### config.mk
export PLATFORM = sky130hd
export DESIGN_NAME = rf_wb_arbiter_flat
export DESIGN_NICKNAME = d
export VERILOG_FILES = /design/src/rtl/rf_wb_arbiter_pkg.sv /design/src/rtl/rf_wb_arbiter_if.sv /design/src/rtl/rf_wb_arbiter_rr_arbiter.sv /design/src/rtl/rf_wb_arbiter.sv /design/src/flat_wrapper.sv
export SDC_FILE = /design/constraint.sdc
export NUM_CORES = 1
export LEC_CHECK = 0
export CAP_MARGIN = 20
export CORE_ASPECT_RATIO = 0.5
export CORE_MARGIN = 1
export CORE_UTILIZATION = 35
export CTS_CLUSTER_DIAMETER = 120
export CTS_CLUSTER_SIZE = 28
export DETAILED_ROUTE_END_ITERATION = 8
export GPL_TIMING_DRIVEN = 0
export PLACE_DENSITY_LB_ADDON = 0.3
export SLEW_MARGIN = 20
export SYNTH_ARGS = -nofsm -noshare
export SYNTH_HDL_FRONTEND = slang
export SYNTH_SLANG_ARGS = --single-unit
### constraint.sdc
create_clock -name clk -period 3.1 [get_ports clk]
set_input_delay 0.31 -clock clk [delete_from_list [all_inputs] [get_ports clk]]
set_output_delay 0.31 -clock clk [all_outputs]
set_load 0.05 [all_outputs]
### src/rtl/rf_wb_arbiter_pkg.sv
// Shared constants and helpers for the register-file writeback arbiter.
//   RF_XLEN  : default data width
//   RF_AW    : default register index width
//   REG_ZERO : index of the hard-wired zero register (x0)
//   rr_next  : round-robin successor of an index, wrapping at n
package rf_wb_arbiter_pkg;

  localparam int         RF_XLEN  = 32;
  localparam int         RF_AW    = 5;
  localparam logic [4:0] REG_ZERO = 5'd0;

  // Explicit wrap so non-power-of-two requester counts never land on an
  // index that does not exist.
  function automatic int rr_next(input int idx, input int n);
    return (idx + 1 >= n) ? 0 : idx + 1;
  endfunction

endpackage

### src/rtl/rf_wb_arbiter_if.sv
// Writeback request bundle between the writeback sources and the arbiter.
//   req_valid : per-requester write pending
//   req_rd    : per-requester destination index, requester i at [i*AW +: AW]
//   req_data  : per-requester write data, requester i at [i*XLEN +: XLEN]
//   req_ready : one-hot grant back to the requesters
// master = requester side, slave = arbiter side.
interface rf_wb_arbiter_if #(
  parameter int N_REQ = 3,
  parameter int XLEN  = 32,
  parameter int AW    = 5
);

  logic [N_REQ-1:0]      req_valid;
  logic [N_REQ*AW-1:0]   req_rd;
  logic [N_REQ*XLEN-1:0] req_data;
  logic [N_REQ-1:0]      req_ready;

  modport master (output req_valid, output req_rd, output req_data, input req_ready);
  modport slave  (input req_valid, input req_rd, input req_data, output req_ready);

endinterface

### src/rtl/rf_wb_arbiter_rr_arbiter.sv
// Combinational round-robin picker.
//   req       : request vector
//   ptr       : index with highest priority this cycle
//   gnt       : one-hot grant (first set bit at or after ptr, wrapping)
//   gnt_idx   : binary index of the granted requester
//   gnt_valid : any request was found
module rf_wb_arbiter_rr_arbiter #(
  parameter int N  = 3,
  parameter int IW = 2
) (
  input  logic [N-1:0]  req,
  input  logic [IW-1:0] ptr,
  output logic [N-1:0]  gnt,
  output logic [IW-1:0] gnt_idx,
  output logic          gnt_valid
);

  int            cand;
  logic [IW-1:0] cidx;

  always_comb begin
    gnt       = '0;
    gnt_idx   = '0;
    gnt_valid = 1'b0;
    cand      = 0;
    cidx      = '0;
    // Walk the requesters in priority order ptr, ptr+1, ... and keep the first hit.
    for (int k = 0; k < N; k++) begin
      cand = int'(ptr) + k;
      if (cand >= N) cand = cand - N;
      cidx = IW'(cand);
      if (!gnt_valid && req[cidx]) begin
        gnt_valid = 1'b1;
        gnt_idx   = cidx;
        gnt[cidx] = 1'b1;
      end
    end
  end

endmodule

### src/rtl/rf_wb_arbiter.sv
// Shares the single register-file write port among N_REQ writeback sources
// with round-robin arbitration and a one-entry registered output, and bypasses
// the in-flight write onto both read ports.
//   clk, rst_n           : clock, asynchronous active-low reset
//   hold                 : freeze arbitration this cycle (no grant, pointer kept)
//   wb                   : request bundle (valid / rd / data in, one-hot ready out)
//   rf_wEn/rf_rd/rf_write_data : registered regfile write port
//   rs1, rs2             : read indices (passed to the regfile by the datapath)
//   rf_rdata1/2          : raw regfile read data
//   rdata1/2             : read data with the pending write forwarded
module rf_wb_arbiter
  import rf_wb_arbiter_pkg::*;
#(
  parameter int N_REQ = 3,
  parameter int XLEN  = RF_XLEN,
  parameter int AW    = RF_AW
) (
  input  logic            clk,
  input  logic            rst_n,
  input  logic            hold,
  rf_wb_arbiter_if.slave  wb,
  output logic            rf_wEn,
  output logic [AW-1:0]   rf_rd,
  output logic [XLEN-1:0] rf_write_data,
  input  logic [AW-1:0]   rs1,
  input  logic [AW-1:0]   rs2,
  input  logic [XLEN-1:0] rf_rdata1,
  input  logic [XLEN-1:0] rf_rdata2,
  output logic [XLEN-1:0] rdata1,
  output logic [XLEN-1:0] rdata2
);

  localparam int            IW      = (N_REQ > 1) ? $clog2(N_REQ) : 1;
  localparam logic [AW-1:0] RD_ZERO = AW'(REG_ZERO);

  logic [IW-1:0]   rr_ptr_reg, rr_ptr_next;
  logic            run_reg;
  logic            wen_reg, wen_next;
  logic [AW-1:0]   rd_reg, rd_next;
  logic [XLEN-1:0] data_reg, data_next;

  logic [N_REQ-1:0] gnt;
  logic [IW-1:0]    gnt_idx;
  logic             gnt_valid;
  logic             active;
  logic             xfer;

  logic [AW-1:0]   rd_arr   [N_REQ];
  logic [XLEN-1:0] data_arr [N_REQ];
  logic [AW-1:0]   sel_rd;
  logic [XLEN-1:0] sel_data;

  genvar gi;
  generate
    for (gi = 0; gi < N_REQ; gi++) begin : g_unpack
      assign rd_arr[gi]   = wb.req_rd[gi*AW +: AW];
      assign data_arr[gi] = wb.req_data[gi*XLEN +: XLEN];
    end
  endgenerate

  rf_wb_arbiter_rr_arbiter #(.N(N_REQ), .IW(IW)) u_arb (
    .req       (wb.req_valid),
    .ptr       (rr_ptr_reg),
    .gnt       (gnt),
    .gnt_idx   (gnt_idx),
    .gnt_valid (gnt_valid)
  );

  // run_reg is cleared asynchronously by reset and only set by the first
  // clock edge afterwards, so no grant appears between reset release and
  // that edge.
  assign active       = run_reg && !hold;
  assign wb.req_ready = active ? gnt : '0;
  assign xfer         = active && gnt_valid;

  assign sel_rd   = rd_arr[gnt_idx];
  assign sel_data = data_arr[gnt_idx];

  always_comb begin
    rr_ptr_next = rr_ptr_reg;
    wen_next    = 1'b0;
    rd_next     = rd_reg;
    data_next   = data_reg;
    if (xfer) begin
      rr_ptr_next = IW'(rr_next(int'(gnt_idx), N_REQ));
      // A write to x0 is accepted but never reaches the regfile.
      wen_next    = (sel_rd != RD_ZERO);
      rd_next     = sel_rd;
      data_next   = sel_data;
    end
  end

  always_ff @(posedge clk or negedge rst_n) begin
    if (!rst_n) begin
      rr_ptr_reg <= '0;
      run_reg    <= 1'b0;
      wen_reg    <= 1'b0;
      rd_reg     <= '0;
      data_reg   <= '0;
    end else begin
      rr_ptr_reg <= rr_ptr_next;
      run_reg    <= 1'b1;
      wen_reg    <= wen_next;
      rd_reg     <= rd_next;
      data_reg   <= data_next;
    end
  end

  assign rf_wEn        = wen_reg;
  assign rf_rd         = rd_reg;
  assign rf_write_data = data_reg;

  // Forward the write being committed this cycle; x0 always reads raw (zero).
  assign rdata1 = (wen_reg && rd_reg == rs1 && rs1 != RD_ZERO) ? data_reg : rf_rdata1;
  assign rdata2 = (wen_reg && rd_reg == rs2 && rs2 != RD_ZERO) ? data_reg : rf_rdata2;

endmodule

### src/flat_wrapper.sv
// flat-port wrapper written by rule: the top's interface ports become plain ports
module rf_wb_arbiter_flat import rf_wb_arbiter_pkg::*;
#(
  parameter int N_REQ = 3,
  parameter int XLEN  = RF_XLEN,
  parameter int AW    = RF_AW
)
  (clk, rst_n, hold, rf_wEn, rf_rd, rf_write_data, rs1, rs2, rf_rdata1, rf_rdata2, rdata1, rdata2, wb_req_valid, wb_req_rd, wb_req_data, wb_req_ready);
  rf_wb_arbiter_if #(.N_REQ(N_REQ), .XLEN(XLEN), .AW(AW)) wb_i ();
  input  logic clk;
  input  logic rst_n;
  input  logic hold;
  output logic rf_wEn;
  output logic [AW-1:0] rf_rd;
  output logic [XLEN-1:0] rf_write_data;
  input  logic [AW-1:0] rs1;
  input  logic [AW-1:0] rs2;
  input  logic [XLEN-1:0] rf_rdata1;
  input  logic [XLEN-1:0] rf_rdata2;
  output logic [XLEN-1:0] rdata1;
  output logic [XLEN-1:0] rdata2;
  input wire logic [$bits(wb_i.req_valid)-1:0] wb_req_valid;
  input wire logic [$bits(wb_i.req_rd)-1:0] wb_req_rd;
  input wire logic [$bits(wb_i.req_data)-1:0] wb_req_data;
  output wire logic [$bits(wb_i.req_ready)-1:0] wb_req_ready;
  assign wb_i.req_valid = wb_req_valid;
  assign wb_i.req_rd = wb_req_rd;
  assign wb_i.req_data = wb_req_data;
  assign wb_req_ready = wb_i.req_ready;
  rf_wb_arbiter #(.N_REQ(N_REQ), .XLEN(XLEN), .AW(AW)) u_core (.clk(clk), .rst_n(rst_n), .hold(hold), .wb(wb_i), .rf_wEn(rf_wEn), .rf_rd(rf_rd), .rf_write_data(rf_write_data), .rs1(rs1), .rs2(rs2), .rf_rdata1(rf_rdata1), .rf_rdata2(rf_rdata2), .rdata1(rdata1), .rdata2(rdata2));
endmodule
Word-level counts from Yosys, hierarchy flattened
Cells that the tools add are included.

word-level totals
  logic and storage cells = 79
  bits in registers = 41
  output and inout port bits = 105

cells by class
  $add $sub $neg = 6
  reductions and logical operators = 17
  equality and inequality tests = 2
  muxes and demuxes = 35
  magnitude comparators = 11
  bitwise gates (word level) = 3

operators with widths
  cell                                                                count
  2-to-1 mux 32 bit                                                   4
  binary-select mux 32 bit (select 2 bit)                             1
  nonzero test 5 bit                                                  3
  2-to-1 mux 2 bit                                                    7
  2-to-1 mux 3 bit                                                    4
  logical AND 1 bit                                                   11
  binary-select mux 5 bit (select 2 bit)                              1
  == test 5 bit                                                       2
  2-to-1 mux 1 bit                                                    10
  2-to-1 mux 5 bit                                                    2
  greater-or-equal comparator 3 x 2 -> 1 bit (second input constant)  3
  less-than comparator 2 x 3 -> 1 bit (second input constant)         3
  adder 2 x 1 -> 3 bit (second input constant)                        2
  binary-select mux 1 bit (select 2 bit)                              3
  demux 1 bit (select 2 bit)                                          3
  greater-or-equal comparator 2 x 1 -> 1 bit (second input constant)  3
  OR 3 bit                                                            2
  subtractor 2 bit (second input constant)                            3
  adder 2 x 2 -> 3 bit (second input constant)                        1
  greater-or-equal comparator 3 bit (second input constant)           1
  zero test 1 bit                                                     3
  NOT 2 -> 3 bit                                                      1
  greater-or-equal comparator 2 bit (second input constant)           1

Logic depth before layout (Yosys ltp)
Gate-level depths: netlist of run 1.

  depth after elaboration = 17
  depth in mapped cells = 12
  mapped depth without buffers = 8

By module
Synthesis of run 1 repeated with hierarchy kept, for this count alone.

second synthesis, totals
  cell total of the unflattened synthesis = 384
  area, all modules = 3589.7 um^2

by module, submodules not included
  module                    area an instance (um^2)  instances  cells an instance
  rf_wb_arbiter             3290.7                   1          345
  rf_wb_arbiter_rr_arbiter  299.0                    1          39

Worst setup path after synthesis of run 1
OpenSTA, ideal clock, no wires.

  kind = flip-flop to output port
  start point = register u_core.rr_ptr_reg[1]
  end point = output wb_req_ready[2]
  stages on the path, launching flop included = 8
  required time = 2790 ps
  buffers on the path = 1
  arrival time = 2610 ps
  setup slack = 180 ps
  cells stage by stage = dfrtp_1 -> inv_1 -> ha_1 -> buf_4 -> mux2i_1 -> o21ai_2 -> a21o_4 -> a211oi_1

between the ends
  longest elaborated chain between the ends = 12

ends and longest elaborated chain
  element                                                                            line                            text
  start, declared                                                                    rf_wb_arbiter.sv:36             logic [IW-1:0] rr_ptr_reg, rr_ptr_next;
  start signal, assigned                                                             rf_wb_arbiter.sv:101            rr_ptr_reg <= rr_ptr_next;
  adder 2 x 1 -> 3 bit (tied with other cells)                                       rf_wb_arbiter_rr_arbiter.sv:29  cand = int'(ptr) + k;
  greater-or-equal comparator 3 x 2 -> 1 bit (tied with other cells)                 rf_wb_arbiter_rr_arbiter.sv:30  if (cand >= N) cand = cand - N;
  2-to-1 mux 2 bit (tied with other cells)                                           rf_wb_arbiter_rr_arbiter.sv:30
  less-than comparator 2 x 3 -> 1 bit (not written as such) (tied with other cells)  rf_wb_arbiter_rr_arbiter.sv:35  gnt[cidx] = 1'b1;
  logical AND 1 bit (not written as such) (tied with other cells)                    rf_wb_arbiter_rr_arbiter.sv:35
  2-to-1 mux 1 bit (not written as such) (tied with other cells)                     rf_wb_arbiter_rr_arbiter.sv:35
  demux 1 bit (select 2 bit) (tied with other cells)                                 rf_wb_arbiter_rr_arbiter.sv:35
  OR 3 bit (no source line) or 2-to-1 mux 1 bit (tied branches)                      n/a
  2-to-1 mux 3 bit or zero test 1 bit (tied branches)                                rf_wb_arbiter_rr_arbiter.sv:32  if (!gnt_valid && req[cidx]) begin
  OR 3 bit (no source line) or logical AND 1 bit (tied branches)                     n/a
  2-to-1 mux 3 bit *                                                                 rf_wb_arbiter_rr_arbiter.sv:32
  2-to-1 mux 3 bit *                                                                 rf_wb_arbiter.sv:73             assign wb.req_ready = active ? gnt : '0;
  end, declared                                                                      flat_wrapper.sv:25              output wire logic [$bits(wb_i.req_ready)-1:0] wb_req_ready;

Mark *: on every way between the ends. The rest lies on a longest branch, timed or not. The select of a mux whose other input is x is not followed.

Worst setup path in the final report of run 1
  start point = input rs1[2]
  end point = output rdata1[28]

between the ends
  longest elaborated chain between the ends = 4

ends and longest elaborated chain
  element              line                  text
  start, declared      flat_wrapper.sv:16    input logic [AW-1:0] rs1;
  == test 5 bit        rf_wb_arbiter.sv:114  assign rdata1 = (wen_reg && rd_reg == rs1 && rs1 != RD_ZERO) ? data_reg : rf_rdata1;
  logical AND 1 bit    rf_wb_arbiter.sv:114
  logical AND 1 bit *  rf_wb_arbiter.sv:114
  2-to-1 mux 32 bit *  rf_wb_arbiter.sv:114
  end, declared        flat_wrapper.sv:20    output logic [XLEN-1:0] rdata1;

Mark *: on every way between the ends. The rest lies on a longest branch, timed or not.

==> impl_metrics.yaml, run 1 <==
floorplanning:
  die_w_um: 152
  die_area_sq_mm: 0.0117
  start_util: 0.373
  ios: 296
  die_h_um: 76.9
  core_area_sq_mm: 0.0105
  fp-row-count: 26
worst_setup_path:
  worstSetupPathType: "input port to output pin"
  critical_path.cell_chain: "clkdlybuf4s50_1 > nor4_1 > nor3_1 > a21oi_1 > nor4_1 > and3_2 > clkbuf_4 > mux2_2 > dlygate4sd2_1"
  critical_path_required_ps: 2790
  timing.rr.end: "u_core.rf_write_data[10]"
  ff2ff_setup_slack_ps: 410
  reg2reg_from: "u_core.rr_ptr_reg[1]"
  end_kind: "output pin"
  cpPeakStageDelay_ps: 510
  crit_path_frequent_cell: "nor4_1"
  reg2reg_depth: 10
  start_kind: "input port"
  arrival_ps: 2790
  cp_max_fo: 10
  cp_slowest_cell: "clkdlybuf4s50_1"
timing:
  setup_ws_ps: 4.49
  grt_setup_unrepaired: "true"
  slew_violations: 0
  post-route-min-period_ps: 3100
  relSlewSlack: 0.627
  tns_ps: 0
  worst_slew_pin_slew_ps: 558
  setup_violations: 0
  fin_crit_sh: 0.999
  final_hold_viol_count: 0
  fin_worst_skew_ps: 5.28
  max_freq_mhz: 323
global_route:
  gr-total-overflow: 0
  grt_pass1_vias: 4427
  grt_pass1_wl_um: 25200
  grt_max_degree: 25
  grtUsageTotal: 0.274
  antenna_found_initial: 0
power_and_ir_drop:
  p_int_mw: 3.09
  seq_power_share: 0.165
  p_sw_mw: 3.49
  p_total_mw: 6.58
  clkPwrFrac: 0.105
  vdd_drop_max_mv: 0.593
  p_sw_frac: 0.531
  p_comb_frac: 0.730
  power_per_cell_area_mw_per_mm2: 935
  p_leak_nw: 2.96
placed_design:
  place_congestion: 0.867
  place_hpwl_um: 12900
  placed_area_sq_mm: 0.00707
  io_buffers: 295
  place_ws_ps: -512
  dpl.cell_count: 841
job:
  cap_violations: 0
layout:
  largest_reg_flops: 32
  stdcell_area_sq_mm: 0.00704
  fin_cells: 848
  layout-drive-gt1-share: 0.301
  syn2layout_area_growth_pct: 79.2
  nNetsFinal: 902
  diodes: 0
synthesis:
  synth_cells: 405
  seq_area_frac_synth: 0.261
  synthFlopType: "dfrtp_1"
  ys_top_cells_by_area: "dfrtp_1, mux2_2, a211oi_2"
  synth_area_per_cell_sq_um: 9.70
  ys_warn_count: 0
  synth.most_common_cell: "mux2_2"
  synth_edf_count: 0
  synthArstFlopShare: 1.00
  ys_types: 49
  synthTopCellsByCount: "mux2_2, dfrtp_1, nand2_1"
  synth_area_sq_mm: 0.00393
  ys_ff_latch: 41
  synth_top_area_frac: 0.261
  yosysTopAreaCell: "dfrtp_1"
  synth_nets: 600
cts:
  cts.htree.levels: 2
  root_buffer: "clkbuf_16"
  cts.path.max_buffers: 2
  cts_made_buffers: 5
  worstSkewPairLatency_ps: 290
  path_clk_slew_ps: 70
  cts_tree: "done"
  cts_sinks: 41
  post_cts_buffers: 0
detailed_routing:
  viasPerCell: 5.27
  routedWlPerCell_um: 19.3
  drc_errors: 0
  num_vias: 4472
  dr.pass1.iters: 4
  first_iter_violations: 202
  ant_nets: 0
  wl_um: 16400
status:
  status: "finished clean"
worst_hold_path:
  hp-class: "input port to async pin"
placed cells by master (no fill, tap or decap), drive strengths merged, types with 6 or more instances in the layout:
cell type,n
clkdlybuf4s50,227
mux2,66
clkbuf,59
nand2,42
dfrtp,41
a211oi,40
nor2,38
and3,36
o31ai,35
buf,30
dlygate4sd2,17
o21ai,11
xor2,6
critical path: cells and delay by family:
| family | cells | cell delay [ps] |
|---|---|---|
| buffers and inverters | 3 | 1200 |
| and+or+nand+nor | 4 | 850 |
| muxes | 1 | 370 |
| AOI/OAI and AO/OA | 1 | 60 |
power by group through the flow:
| stage | logic [mW] | registers, mW | clock network [mW] |
|---|---|---|---|
| 3_3_place_gp | 4.77 | 1.07 | 0 |
| 3_5_place_dp | 4.84 | 1.09 | 0 |
| 6_report | 4.81 | 1.08 | 0.690 |
| 2_1_floorplan | 2.61 | 1.82 | 0 |
| 5_1_grt | 5.10 | 1.13 | 0.721 |
| 4_1_cts | 4.81 | 1.08 | 0.695 |
worst max path at each step:
stage | start | end | cells after the start
after floorplan | u_core.rr_ptr_reg[1] | wb_req_ready[2] | 7
after global placement | rs1[1] | rdata1[9] | 10
after detailed placement | rs1[1] | rdata1[9] | 10
after CTS | rs1[1] | rdata1[28] | 9
after global routing | rs1[1] | rdata1[28] | 9
final | rs1[2] | rdata1[28] | 9
stage by stage:
| step | utilization | hold WS (ps) |
|---|---|---|
| after detailed placement | 0.671 | 286 |
| after global routing | 0.668 | 545 |
| final | 0.668 | 508 |
| after CTS | 0.683 | 521 |
| after global placement | 0.669 | 513 |
| after floorplan | - | 14.4 |
cell families (layout without fill, tap and decap cells):
group,count (synthesis),after routing,share of synthesized area
DFF,41,41,0.261
xor gates and xnor gates,8,8,0.0178
buffers and inverters,40,343,0.0621
and+or+nand+nor,139,139,0.178
other,1,1,0.000955
AOI/OAI and AO/OA,104,104,0.270
muxes,68,68,0.196
adders and majority gates,4,4,0.0127
layout make-up:
cell class | count | area (sq um)
fill | 883 | 3500
buffer | 36 | 244
inverter | 2 | 7.51
tap | 140 | 175
clock buffer | 5 | 125
sequential | 41 | 1030
clock inverter | 3 | 65.1
timing repair buffer | 297 | 2730
multi-input combinational | 324 | 2660
what timing repair did:
| item | in CTS | in global routing |
|---|---|---|
| hold buffers | 1 | 0 |
| hold endpoints to repair | 17 | 0 |
| endpoints found under the setup margin | 67 | 66 |
| gates resized for setup | 70 | 101 |
| pin swaps | 0 | 0 |
routing by layer:
| metal | wire length [um] | global-route usage | up-vias | part of all wire |
|---|---|---|---|---|
| met2 | 8050 | 0.460 | 157 | 0.49 |
| li1 | - | - | 2116 | - |
| met4 | 351 | 0.0830 | 0 | 0.021 |
| met5 | 0 | 0 | - | 0 |
| met1 | 7290 | 0.362 | 2174 | 0.44 |
| met3 | 702 | 0.0424 | 25 | 0.043 |
(Power assumes the default switching activity.)
==> inputs of run 2 (changes only) <==
--- a/config.mk
+++ b/config.mk
@@ -12,7 +12,6 @@
 export CTS_CLUSTER_DIAMETER = 120
 export CTS_CLUSTER_SIZE = 28
 export DETAILED_ROUTE_END_ITERATION = 8
-export GPL_TIMING_DRIVEN = 0
 export PLACE_DENSITY_LB_ADDON = 0.3
 export SLEW_MARGIN = 20
 export SYNTH_ARGS = -nofsm -noshare
==> run 2 against run 1 <==
Effect of this change:
- critical path depth did not move
- final area is 0.23% lower
- die area unchanged
- power shrank 3.1%
- hold slack got worse by 330 ps
- maximum frequency rose by 10%
- utilization is 0.15 points lower
- sequential cell count did not move
==> impl_metrics.yaml, run 2 (synthesis gave the netlist of run 1 again) <==
global_route:
  grt_max_degree: 42
  grt_pass1_vias: 4231
  grtUsageTotal: 0.258
  gr-total-overflow: 0
  met3_usage: 0.0396
  grt_pass1_wl_um: 23800
  use_met2: 0.449
  grt.busiest_layer: "met2"
  antenna_found_initial: 0
  grt_util_met1: 0.333
worst_hold_path:
  hp-class: "input port to async pin"
detailed_routing:
  dr.pass1.iters: 4
  first_iter_violations: 197
  num_vias: 4273
  routedWlPerCell_um: 18.2
  viasPerCell: 5.15
  drc_errors: 0
  wl_um: 15100
  ant_nets: 0
timing:
  slew_violations: 0
  final_hold_viol_count: 0
  tns_ps: 0
  post-route-min-period_ps: 2820
  setup_violations: 0
  grt_setup_unrepaired: "false"
  max_freq_mhz: 355
  relSlewSlack: 0.335
  worst_slew_pin_slew_ps: 997
  setup_ws_ps: 285
  fin_worst_skew_ps: 4.47
  whs_ps: 182
  fin_crit_sh: 0.908
cts:
  cts_sinks: 41
  cts.path.max_buffers: 2
  cts.htree.levels: 2
  cts_made_buffers: 5
  path_clk_slew_ps: 60
  post_cts_buffers: 0
  cts_tree: "done"
  post_cts_resized: 0
  holdBufCountCts: 0
  root_buffer: "clkbuf_16"
  worstSkewPairLatency_ps: 280
worst_setup_path:
  start_kind: "input port"
  worstSetupPathType: "input port to output pin"
  end_kind: "output pin"
  cp_max_fo: 23
  arrival_ps: 2510
  critical_path_required_ps: 2790
floorplanning:
  core_area_sq_mm: 0.0105
  die_w_um: 152
  fp-row-count: 26
  die_area_sq_mm: 0.0117
  start_util: 0.373
  die_h_um: 76.9
  ios: 296
power_and_ir_drop:
  power_per_cell_area_mw_per_mm2: 908
  vdd_drop_max_mv: 0.584
  p_leak_nw: 2.91
  p_total_mw: 6.38
layout:
  final_common_cell: "clkdlybuf4s50_1"
  postLayoutCoreUtil: 0.666
  layout-drive-gt1-share: 0.322
  fill_cells: 878
  multi_input_area_sq_mm: 0.00266
  layout_common_cells: "clkdlybuf4s50_1, buf_4, mux2_2"
  ff_latch_area_sq_mm: 0.00103
  largest_reg_flops: 32
  syn2layout_area_growth_pct: 78.8
  diodes: 0
  nNetsFinal: 885
placed_design:
  place_congestion: 0.858
  place_ws_ps: 80.9
  place_hpwl_um: 11900
  io_buffers: 295
status:
  status: "finished clean"
job:
  cap_violations: 0
run 2: critical path, cell delays in order:
cell             delay [ps]
clkdlybuf4s50_1         510
nor4_1                   70
nor3_1                  130
a21oi_1                  60
nor4_1                  280
and3_2                  220
buf_4                   320
mux2_2                  390
buf_4                   190
run 2: worst paths after layout:
path | startpoint | endpoint | slack [ps] | cells past startpoint
min in group clk | u_core.rf_write_data[18] | u_core.rf_write_data[18] | 530 | 2
min reg2reg | u_core.rf_write_data[18] | u_core.rf_write_data[18] | 530 | 2
max reg2reg | u_core.rr_ptr_reg[0] | u_core.rf_write_data[4] | 450 | 10
max in group asynchronous | rst_n | u_core.rf_write_data[18] | 2280 | 1
min | rst_n | u_core.rf_write_data[13] | 180 | 1
max | rs1[1] | rdata1[22] | 280 | 9
run 2: power breakdown:
group	switching, mW	total, mW	internal [mW]	leakage [nW]
registers	0.290	1.08	0.787	0.508
clock network	0.207	0.523	0.316	0.0700
logic	2.90	4.78	1.88	2.33
total	3.40	6.38	2.98	2.91
run 2: layout make-up:
cell class | instances | share of cell area
clock buffer | 7 | 0.0203
inverter | 2 | 0.00107
multi-input combinational | 324 | 0.379
sequential | 41 | 0.146
tap | 140 | 0.0249
timing repair buffer | 316 | 0.428
run 2: metal layers:
| layer | part of all wire | wire length [um] |
|---|---|---|
| met1 | 0.44 | 6600 |
| met2 | 0.51 | 7710 |
| met3 | 0.041 | 627 |
| met4 | 0.012 | 184 |
| met5 | 0 | 0 |
run 2: per-stage QoR:
| stage | instance area (sq um) | instances |
|---|---|---|
| after floorplan | 3930 | 405 |
| after global placement | 6850 | 822 |
| after detailed placement | 6850 | 822 |
| after CTS | 6990 | 829 |
| after global routing | 7020 | 830 |
| final | 7020 | 830 |
